<file path="src/rtl/mem_arb_pkg.sv">
// mem_arb_pkg: shared FSM states, memory W_R encoding and default widths for mem_arbiter.
package mem_arb_pkg;
    localparam int DATA_W_DEF  = 32;
    localparam int ADDR_W_DEF  = 4;
    localparam int TIMEOUT_DEF = 4;
    localparam logic WRITE = 1'b0;
    localparam logic READ  = 1'b1;
    typedef enum logic [1:0] {IDLE, ISSUE, WAIT_RD, RESP} state_e;
endpackage

</file>
<file path="src/rtl/rr_arbiter_2.sv">
// rr_arbiter_2: two-way round-robin grant; the pointer names the requester with priority.
module rr_arbiter_2 (
    input  logic       CLK,
    input  logic       RST_n,
    input  logic [1:0] req_i,
    input  logic       upd_i,
    output logic [1:0] gnt_o
);
    logic ptr_q;
    assign gnt_o = (req_i == 2'b11) ? (ptr_q ? 2'b10 : 2'b01) : req_i;
    // granting A hands priority to B and vice versa
    always_ff @(posedge CLK or negedge RST_n) begin
        if (!RST_n) ptr_q <= 1'b0;
        else if (upd_i) ptr_q <= gnt_o[0];
    end
endmodule

</file>
<file path="src/rtl/mem_arbiter.sv">
// mem_arbiter: arbitrates two requesters onto a single-port memory with one-cycle read latency
// and a bounded read wait that reports a timeout through rsp_err.
module mem_arbiter
    import mem_arb_pkg::*;
#(
    parameter int DATA_W  = DATA_W_DEF,
    parameter int ADDR_W  = ADDR_W_DEF,
    parameter int TIMEOUT = TIMEOUT_DEF
) (
    input  logic                CLK,
    input  logic                RST_n,
    input  logic [1:0]          req_valid,
    output logic [1:0]          req_ready,
    input  logic [1:0]          req_wr,
    input  logic [2*ADDR_W-1:0] req_addr,
    input  logic [2*DATA_W-1:0] req_wdata,
    output logic [1:0]          rsp_valid,
    output logic [DATA_W-1:0]   rsp_rdata,
    output logic                rsp_err,
    output logic                mem_en,
    output logic                mem_w_r,
    output logic [ADDR_W-1:0]   mem_addr,
    output logic [DATA_W-1:0]   mem_wdata,
    input  logic [DATA_W-1:0]   mem_rdata,
    input  logic                mem_valid
);
    localparam int CW = $clog2(TIMEOUT + 1);
    state_e              state_q, state_d;
    logic                owner_q, mem_w_r_q, err_q;
    logic [ADDR_W-1:0]   mem_addr_q;
    logic [DATA_W-1:0]   mem_wdata_q, rdata_q;
    logic [CW-1:0]       cnt_q;
    logic [1:0]          gnt;
    logic                hs, sel, timeout;
    rr_arbiter_2 u_rr (.CLK(CLK), .RST_n(RST_n), .req_i(req_valid), .upd_i(hs), .gnt_o(gnt));
    assign req_ready = (state_q == IDLE && RST_n) ? gnt : 2'b00;
    assign hs        = |(req_valid & req_ready);
    assign sel       = gnt[1];
    assign timeout   = cnt_q == CW'(TIMEOUT - 1);
    always_comb begin
        state_d = (state_q == IDLE)    ? (hs ? ISSUE : IDLE) :
                  (state_q == ISSUE)   ? ((mem_w_r_q == WRITE) ? RESP : WAIT_RD) :
                  (state_q == WAIT_RD) ? ((mem_valid || timeout) ? RESP : WAIT_RD) : IDLE;
    end
    always_ff @(posedge CLK or negedge RST_n) begin
        if (!RST_n) begin
            state_q     <= IDLE;
            owner_q     <= 1'b0;
            mem_w_r_q   <= 1'b0;
            mem_addr_q  <= '0;
            mem_wdata_q <= '0;
            rdata_q     <= '0;
            err_q       <= 1'b0;
            cnt_q       <= '0;
        end else begin
            state_q <= state_d;
            if (hs) begin
                owner_q     <= sel;
                mem_w_r_q   <= req_wr[sel] ? WRITE : READ;
                mem_addr_q  <= sel ? req_addr[2*ADDR_W-1:ADDR_W] : req_addr[ADDR_W-1:0];
                mem_wdata_q <= sel ? req_wdata[2*DATA_W-1:DATA_W] : req_wdata[DATA_W-1:0];
                rdata_q     <= '0;
                err_q       <= 1'b0;
                cnt_q       <= '0;
            end
            if (state_q == WAIT_RD) begin
                if (mem_valid) rdata_q <= mem_rdata;
                else if (timeout) err_q <= 1'b1;
                else cnt_q <= cnt_q + CW'(1);
            end
        end
    end
    assign mem_en    = state_q == ISSUE;
    assign mem_w_r   = mem_w_r_q;
    assign mem_addr  = mem_addr_q;
    assign mem_wdata = mem_wdata_q;
    assign rsp_valid = (state_q == RESP) ? (owner_q ? 2'b10 : 2'b01) : 2'b00;
    assign rsp_rdata = (state_q == RESP) ? rdata_q : '0;
    assign rsp_err   = (state_q == RESP) && err_q;
endmodule

</file>
<file path="config.mk">
export PLATFORM = sky130hd
export DESIGN_NAME = mem_arbiter
export DESIGN_NICKNAME = d
export VERILOG_FILES = /design/src/rtl/mem_arb_pkg.sv /design/src/rtl/rr_arbiter_2.sv /design/src/rtl/mem_arbiter.sv
export SDC_FILE = /design/constraint.sdc
export NUM_CORES = 1
export LEC_CHECK = 0
export ABC_CLOCK_PERIOD_IN_PS = 1500
export CELL_PAD_IN_SITES_DETAIL_PLACEMENT = 1
export CELL_PAD_IN_SITES_GLOBAL_PLACEMENT = 2
export CORE_ASPECT_RATIO = 0.6
export CORE_MARGIN = 2
export CORE_UTILIZATION = 20
export CTS_BUF_LIST = sky130_fd_sc_hd__clkbuf_8 sky130_fd_sc_hd__clkbuf_16
export CTS_CLUSTER_DIAMETER = 80
export DETAILED_ROUTE_END_ITERATION = 16
export HOLD_SLACK_MARGIN = 0.02
export PLACE_DENSITY_LB_ADDON = 0.1
export SYNTH_ARGS = -nofsm -noshare
export SYNTH_HDL_FRONTEND = slang
export SYNTH_SLANG_ARGS = --single-unit
</file>
<file path="constraint.sdc">
create_clock -name CLK -period 1.5 [get_ports CLK]
set_input_delay 0.225 -clock CLK [delete_from_list [all_inputs] [get_ports CLK]]
set_output_delay 0.225 -clock CLK [all_outputs]
set_load 0.01 [all_outputs]
</file>
# Word level (Yosys, flattened, before mapping)
# Index checks and enable logic that the tools add are counted.
[totals]
register_bits = 77
latchBits = 0
ram_bits = 0
rom_bits = 0
output_inout_bits = 75
wordCells = 50
mem_count = 0
[op_classes]
n_addsub = 1
multipliers = 0
div = 0
n_lt_le_gt_ge = 1
n_eq_ne = 5
shifts = 0
mux = 28
bitwise_logic = 1
n_reduce_logical = 5
[op_table]
columns = ["cell", "count"]
rows = [
  ["$mux W32", 5],
  ["$mux W2", 8],
  ["$mux W3", 4],
  ["$mux W1", 10],
  ["$eq A2 B2 Y1 const B", 3],
  ["$mux W4", 1],
  ["$add A3 B1 Y3 const B", 1],
  ["$eq A3 B2 Y1 const B", 1],
  ["$and A2 B2 Y2", 1],
  ["$eq A2 B1 Y1 const B", 1],
  ["$logic_and A1 B1 Y1", 2],
  ["$logic_not A2 Y1", 1],
  ["$lt A1 B2 Y1 const B", 1],
  ["$reduce_or A2 Y1", 1],
  ["$logic_or A1 B1 Y1", 1],
]

# Longest topological paths before layout
# Gate-level depths: netlist of run 1.
[depth]
ltp_word = 9
ltp_mapped = 8
depth_no_buf = 5

# Cells and area by module
# A second synthesis of run 1 with hierarchy kept.
[hier_totals]
cells_unflattened = 386
area_unflattened_um2 = 3706.1
[by_module_without_submodules]
columns = ["mod", "n_inst", "cells_each", "area_per_inst_um2", "seq_area_each_um2"]
rows = [
  ["mem_arbiter", 1, 381, 3643.5, 1901.8],
  ["rr_arbiter_2", 1, 5, 62.6, 25.0],
]

# Least setup slack after synthesis of run 1
# No wires, ideal clock.
[synth_timing]
kind = "register to register"
startpoint = "register state_q[0]"
endpoint = "register state_q[0]"
arrival_ns = 1.316
required_time_ns = 1.373
slack_ns = 0.057
path_stages_with_launch = 9
n_path_buf = 3
period_less_slack_ns = 1.443
path_cell_list = "dfrtp_1 inv_1 ha_1 buf_2 o211a_1 buf_4 buf_6 a21oi_2 o31ai_1"
[synth_via]
elab_chain_len = 7
elab_cells_between_ends = 11
cone_classes = "eq/ne: 2; mux: 5; bitwise: 1; reduce/logical: 3"
[synth_rtl]
columns = ["element", "line_no", "rtl"]
rows = [
  ["start, declared", "mem_arbiter.sv:28", "state_e state_q, state_d;"],
  ["start signal, assigned", "mem_arbiter.sv:56", "state_q <= state_d;"],
  ["$logic_not A2 Y1", "mem_arbiter.sv:36, mem_arbiter.sv:41", ""],
  ["$logic_and A1 B1 Y1", "mem_arbiter.sv:36", "assign req_ready = (state_q == IDLE && RST_n) ? gnt : 2'b00;"],
  ["$mux W2", "mem_arbiter.sv:36", ""],
  ["$and A2 B2 Y2", "mem_arbiter.sv:37", "assign hs = |(req_valid & req_ready);"],
  ["$reduce_or A2 Y1", "mem_arbiter.sv:37", ""],
  ["$mux W1", "mem_arbiter.sv:41", "state_d = (state_q == IDLE) ? (hs ? ISSUE : IDLE) :"],
  ["$mux W2 (*)", "mem_arbiter.sv:41", ""],
  ["net state_d[0]", "mem_arbiter.sv:28", ""],
]
# Mark *: on every way through the listed nets, which the timed path passes. The rest lies on a longest branch.
# A chain may end at the register's enable or synchronous reset.

# Worst setup path after layout of run 1
[layout_timing]
startpoint = "register state_q[0]"
endpoint = "register mem_w_r_q, in the netlist mem_w_r"
[layout_via]
elab_chain_len = 5
[layout_rtl]
columns = ["element", "line_no", "rtl"]
rows = [
  ["$logic_not A2 Y1", "mem_arbiter.sv:36", ""],
  ["$logic_and A1 B1 Y1", "mem_arbiter.sv:36", ""],
  ["$mux W2", "mem_arbiter.sv:36", ""],
  ["$and A2 B2 Y2", "mem_arbiter.sv:37", ""],
  ["$reduce_or A2 Y1", "mem_arbiter.sv:37", ""],
  ["end signal, assigned", "mem_arbiter.sv:59", "mem_w_r_q <= req_wr[sel] ? WRITE : READ;"],
  ["end, declared", "mem_arbiter.sv:29", "logic owner_q, mem_w_r_q, err_q;"],
]
# No other way between the ends.

==> results.ini, run 1 <==
[outcome]
status = finished with violations
failed_checks = negative setup slack

[power_and_ir_drop]
p_clk_frac = 0.185
cell_internal_pwr_mw = 7.710
p_per_area_nw_per_um2 = 1668
leakagePower_nw = 3.156
combPwrFrac = 0.516
p_switching_mw = 4.622
swShare = 0.3748
pwr-share-seq = 0.299
ir_drop_mv = 0.5777

[cells_and_area]
final_cell_mix = clkdlybuf4s50_1 (117), dfrtp_1 (77), nand2_1 (43), buf_6 (40), o21ai_0 (39)
design_area_um2 = 7392
fin_util = 0.3925
final_cells = 887
nets = 752
layout-drive-gt1-share = 0.3448
n_antenna_cell = 0
nFillCells = 2070
syn2layout_area_growth_pct = 94.41
final_common_cell = clkdlybuf4s50_1

[cts]
path_clk_slew_ns = 0.06
clkLatencyLatePin_ns = 0.34
h-tree-depth = 3
root_buffer = clkbuf_16
cts_buffer_depth = 2
cts_num_sinks = 77
numCtsBuffers = 9
cts_tree = yes

[logic_synthesis]
ys.flop_type = dfrtp_1
ys_types = 29
synth_top_family_by_area = compound AO/OA/AOI/OAI gates
synth_compound_area_frac = 0.2264
ys_seq_elements = 77
synth_xor_area_frac = 0
synth.cell_area_um2 = 3802
synth_edf_count = 0
yosysSeqAreaShare = 0.5067
synth_simple_gate_area_share = 0.1810
avgSynthCellArea_um2 = 8.782
synth.net_count = 549
synth_cells = 433
ys.warnings.count = 0
synthMuxAreaShare = 0
synth_fa_ha_area_frac = 0.01645
synthArstFlopShare = 1.000

[critical_path]
worstPathRequired_ns = 1.73
r2r-end = mem_w_r
cp-startpoint = state_q[0]
critPathLaunchType = flip-flop
end_kind = flip-flop
max_stage_delay_ns = 0.41
cp_max_fo = 5
path_cells = buf_6, inv_4, ha_4, buf_6, o211ai_4, buf_12, clkbuf_16, a22o_1
reg2reg_from = state_q[0]
reg2reg_slack_ns = -0.22
crit_path_end = mem_w_r
crit_type = flip-flop to flip-flop
rr_worst_depth = 8
crit_arrival_ns = 1.95
slowest_stage = dfrtp_1
crit_top_cell = buf_6

[flow_run]
maxCapViolations = 0

[global_routing]
grt_start_max_net_pins = 38
grt_usage = 0.1605
grt_pass1_wl_mm = 25.01
antenna_found_initial = 0
grt_pass1_vias = 4338
grt-ovfl-total = 0

[sta]
fin_crit_ns = 1.721
slew_headroom = 0.5931
setup_tns_ns = -14.50
tightest_slew_ns = 0.6104
finalHoldViolCount = 0
max_freq_ghz = 0.5812
fin_skew_ns = 0.01105
setup_slack_ns = -0.2207
final.period_utilization = 1.147
slew_viol_final = 0
rsz0062_at_grt = yes
setup_viol_count_final = 111

[detailed_routing]
firstDrtPassIters = 4
num_vias = 4016
avgViaCountPerCell = 4.528
initialDrtViolationCount = 147
avgRoutedWirePerCell_um = 18.93
antenna_left = 0
post-route-drc-count = 0
wl_mm = 16.79

[die]
die_h_um = 110.8
fp-row-count = 39
start_util = 0.2019
core-area_um2 = 18840
fp.dieW_um = 182.0
die_area_um2 = 20170
io_pins = 186

[place]
dp_slack_ns = -0.3365
post_dp_cell_area_um2 = 5974
place.gp.congestion = 0.7087
dp_hpwl_mm = 10.27
place_inst = 849
port_buffers = 185

[min_path]
holdCritPathClass = primary input to async pin

-- worst min-delay path by stage --
stage	from	end	slack, ns	cells past startpoint
3_5_place_dp	RST_n	mem_wdata[6]	0.31	2
3_3_place_gp	RST_n	mem_wdata[6]	0.31	2
5_1_grt	RST_n	state_q[0]	0.11	3
4_1_cts	RST_n	state_q[0]	0.06	3
6_report	RST_n	state_q[0]	0.10	3
2_1_floorplan	RST_n	cnt_q[0]	-0.07	0
-- kinds of logic (layout without fill, tap and decap cells) --
group | Yosys count | count (layout)
AOI/OAI and AO/OA | 155 | 155
adders and majority gates | 5 | 5
buffers and inverters | 43 | 251
DFF | 77 | 77
and+or+nand+nor | 153 | 153
-- sequential cells by signal (all words and copies together), names as in the netlist --
signal	flops
cnt_q	3
mem_wdata	32
err_q	1
mem_w_r	1
u_rr.ptr_q	1
rdata_q	32
state_q	2
owner_q	1
mem_addr	4
-- power by group through the flow --
stage,Sequential [mW],Clock (mW),Combinational [mW]
finish,3.69,2.28,6.36
global route,3.81,2.46,6.89
CTS,3.57,2.39,5.54
detailed placement,3.56,0,4.80
global placement,3.51,0,4.71
floorplan,3.68,0,2.09
-- cells in the mapped netlist, types with 2 or more instances --
library cell	instances	area share
a21oi_1	39	0.051
clkbuf_1	10	0.0099
nand2b_1	3	0.0049
o21ai_1	32	0.042
nor2b_1	3	0.0049
buf_2	13	0.017
dfrtp_1	77	0.51
nand2_1	69	0.068
buf_6	9	0.027
and2_1	35	0.058
nand3_1	2	0.0026
ha_1	5	0.016
nor3_1	2	0.0026
nor2_1	37	0.037
inv_1	3	0.0030
a31oi_1	37	0.061
buf_4	5	0.0099
o21ai_0	40	0.053
buf_1	2	0.0020
-- per-layer routing --
metal | track usage | vias to the layer above | wire [um]
li1 | - | 1890 | -
met3 | 0.05355 | 11 | 1026
met1 | 0.2217 | 2007 | 8069
met2 | 0.2445 | 108 | 7541
met5 | 0 | - | 0
met4 | 0.03226 | 0 | 149
-- critical path, delay by kind of cell, from the launching register on --
kind,cells,cell delay (ns)
buf+inv,5,0.68
flops,1,0.41
compound gates,2,0.37
fa+ha+maj,1,0.17
-- per-stage QoR --
| step | power [mW] | hold slack [ns] |
|---|---|---|
| floorplan | 5.769 | -0.07059 |
| global placement | 8.224 | 0.3125 |
| detailed placement | 8.361 | 0.3068 |
| CTS | 11.50 | 0.06053 |
| global route | 13.16 | 0.1134 |
| finish | 12.33 | 0.1003 |
-- area by class of cell --
| type | count | area, um2 | area share |
|---|---|---|---|
| flip-flops and latches | 77 | 1927 | 0.2607 |
| multi-input cells | 313 | 2242 | 0.3033 |
| clock buffers | 10 | 239.0 | 0.03233 |
| inverters | 4 | 20.02 | 0.002708 |
| repair buffers | 231 | 2587 | 0.3500 |
| clock inverters | 6 | 68.82 | 0.009309 |
| well taps | 246 | 307.8 | 0.04164 |
-- timing repair --
| action | CTS | global route |
|---|---|---|
| hold buffers | 1 | 0 |
| setup buffers | 5 | 7 |
| pin swaps | 6 | 61 |
| endpoints found under the setup margin | 120 | 132 |
| endpoints found under the hold margin | 53 | 0 |
| cloned | 6 | 4 |
| resized for setup | 252 | 133 |
Power figures use the tool's default switching activity.
==> run 2, diff against run 1 <==
CORE_MARGIN = not set   (was 2)
CTS_CLUSTER_SIZE = 20   (was not set)
==> run 2 against run 1 <==
Effect of this change:
- the flow finishes with violations (negative hold slack, negative setup slack)
- clock-buffer cell count is the same
- worst hold slack lost 0.21 ns
- via count grew 1.7%
- design area grew 5.9%
- non-clock buffer count grew 16
- die area shrank 2.9%
- first-iteration DRC count shrank 3.4%
- setup slack lost 0.016 ns
- critical path depth grew 1
- utilization grew 3.4 points
- clock skew shrank 0.0029 ns
- wire length grew 4.0%
==> results.ini, run 2 (synthesis gave the netlist of run 1 again) <==
[global_routing]
grt_pass1_wl_mm = 24.11  ; -3.6%
antenna_found_initial = 0  ; unchanged
grt_start_max_net_pins = 42  ; +11%
grt_usage = 0.1613  ; +0.0007949
grt-ovfl-total = 0  ; unchanged
grt_pass1_vias = 4295  ; -0.99%

[critical_path]
rr_worst_depth = 9  ; +1
cp_max_fo = 6  ; +1
crit_top_cell = buf_6
critPathLaunchType = flip-flop
path_cells = buf_6, inv_4, ha_4, buf_6, o211ai_4, buf_12, clkbuf_16, a31oi_1, a21oi_1
worstPathRequired_ns = 1.72  ; about the same
crit_arrival_ns = 1.96  ; about the same
r2r-end = mem_wdata[0]
end_kind = flip-flop
crit_buf_inv = 5  ; unchanged
crit_type = flip-flop to flip-flop
reg2reg_from = state_q[0]
max_stage_delay_ns = 0.43  ; +0.02 ns
reg2reg_slack_ns = -0.24  ; -0.02 ns
critical_path.top_delay_family = buffers and inverters
slowest_stage = dfrtp_1

[sta]
setup_viol_count_final = 112  ; +0.90%
slew_headroom = 0.6313  ; +0.03820
final.period_utilization = 1.158  ; +0.01097
setup_slack_ns = -0.2371  ; -0.01645 ns
max_freq_ghz = 0.5757  ; -0.95%
rsz0062_at_grt = yes
fin_crit_ns = 1.737  ; +0.01645 ns
setup_tns_ns = -16.97  ; -2.478 ns
slew_viol_final = 0  ; unchanged
whs_ns = -0.1134  ; -0.2137 ns
finalHoldViolCount = 38  ; +38
tightest_slew_ns = 0.5531  ; -0.05730 ns
fin_skew_ns = 0.008113  ; -0.002937 ns

[power_and_ir_drop]
combPwrFrac = 0.545  ; +0.029
p_clk_frac = 0.171  ; -0.014
ir_drop_mv = 0.7405  ; +28%
p_per_area_nw_per_um2 = 1682  ; +0.84%
leakagePower_nw = 3.330  ; +5.5%
p_switching_mw = 4.986  ; +7.9%
pwr-share-seq = 0.284  ; -0.015
cell_internal_pwr_mw = 8.179  ; +6.1%
total_power_mw = 13.17  ; +6.8%
swShare = 0.3788  ; +0.003974

[die]
fp-row-count = 38  ; -2.6%
fp.dieW_um = 180.0  ; -1.1%
die_area_um2 = 19590  ; -2.9%
start_util = 0.2072  ; +0.005312
core-area_um2 = 18350  ; -2.6%
io_pins = 186  ; unchanged
die_h_um = 108.8  ; -1.8%

[cells_and_area]
layout-drive-gt1-share = 0.4292  ; +0.08445
nets = 768  ; +2.1%
design_area_um2 = 7826  ; +5.9%
final_common_cell = clkdlybuf4s50_1
fin_util = 0.4264  ; +0.03398
nFillCells = 1995  ; -3.6%
syn2layout_area_growth_pct = 105.8
final_cells = 897  ; +1.1%
n_antenna_cell = 0  ; unchanged
final_cell_mix = clkdlybuf4s50_1 (114), dfrtp_1 (77), buf_6 (43), o21ai_0 (39), and2_4 (31)

[cts]
path_clk_slew_ns = 0.06  ; about the same
cts_num_sinks = 77  ; unchanged
cts_buffer_depth = 2  ; unchanged
root_buffer = clkbuf_16
numCtsBuffers = 9  ; unchanged
cts_tree = yes
clkLatencyLatePin_ns = 0.34  ; about the same
h-tree-depth = 3  ; unchanged

[place]
post_dp_cell_area_um2 = 5987  ; +0.21%
place_inst = 844  ; -0.59%
dp_hpwl_mm = 9.975  ; -2.8%
dp_slack_ns = -0.3719  ; -0.03542 ns
port_buffers = 185  ; unchanged
place.gp.congestion = 0.7494  ; +5.7%

[detailed_routing]
avgRoutedWirePerCell_um = 19.47  ; +2.9%
avgViaCountPerCell = 4.553  ; +0.56%
num_vias = 4084  ; +1.7%
initialDrtViolationCount = 142  ; -3.4%
wl_mm = 17.47  ; +4.0%
firstDrtPassIters = 4  ; unchanged
post-route-drc-count = 0  ; unchanged
antenna_left = 0  ; unchanged

[min_path]
holdCritPathClass = primary input to async pin

[outcome]
status = finished with violations
failed_checks = negative hold slack, negative setup slack

[flow_run]
maxCapViolations = 0  ; unchanged

[run 2: cell count changes in the layout (fill, tap and decap cells not counted), sizes merged]
cell,previous run,this run
buf,81,92
clkbuf,14,20
clkdlybuf4s50,117,114
clkinvlp,1,3
dlygate4sd3,1,0
dlymetal6s2s,20,23
inv,6,4
[run 2: repair_timing]
action / in CTS / in global routing
resized for setup: 236 / 203
endpoints found under the hold margin: 38 / 38
pin swaps: 4 / 64
cloned: 5 / 13
setup buffers: 8 / 14
endpoints found under the setup margin: 120 / 132
[run 2: area by class of cell]
type	instances	area, um2	share of cell area
Inverter	4	20.02	0.002558
Clock buffer	10	239.0	0.03054
Multi-Input combinational cell	313	2451	0.3132
Timing Repair Buffer	247	2826	0.3612
Sequential cell	77	1927	0.2462
Tap cell	240	300.3	0.03837
Clock inverter	6	62.56	0.007994
[run 2: worst max-delay path by stage]
| stage | startpoint | slack [ns] | depth (start not counted) | endpoint |
|---|---|---|---|---|
| detailed placement | req_valid[0] | -0.37 | 4 | req_ready[1] |
| floorplan | state_q[0] | 0.06 | 8 | state_q[0] |
| CTS | state_q[1] | -0.24 | 6 | req_ready[1] |
| global placement | req_valid[0] | -0.35 | 4 | req_ready[1] |
| finish | state_q[0] | -0.24 | 9 | mem_wdata[0] |
| global route | state_q[1] | -0.30 | 9 | mem_wdata[2] |
[run 2: per-layer routing]
layer / share of wire / track usage / wire (um)
met1: 0.49 / 0.2105 / 8521
met2: 0.45 / 0.2563 / 7785
met3: 0.058 / 0.05611 / 1019
met4: 0.0080 / 0.03756 / 140
met5: 0 / 0 / 0
[run 2: power groups by stage]
stage | Clock [mW] | Combinational [mW] | Sequential [mW]
after CTS | 2.35 | 5.43 | 3.53
final | 2.25 | 7.18 | 3.74
after floorplan | 0 | 2.09 | 3.68
after global placement | 0 | 4.72 | 3.50
after global routing | 2.42 | 7.71 | 3.87
after detailed placement | 0 | 4.83 | 3.53
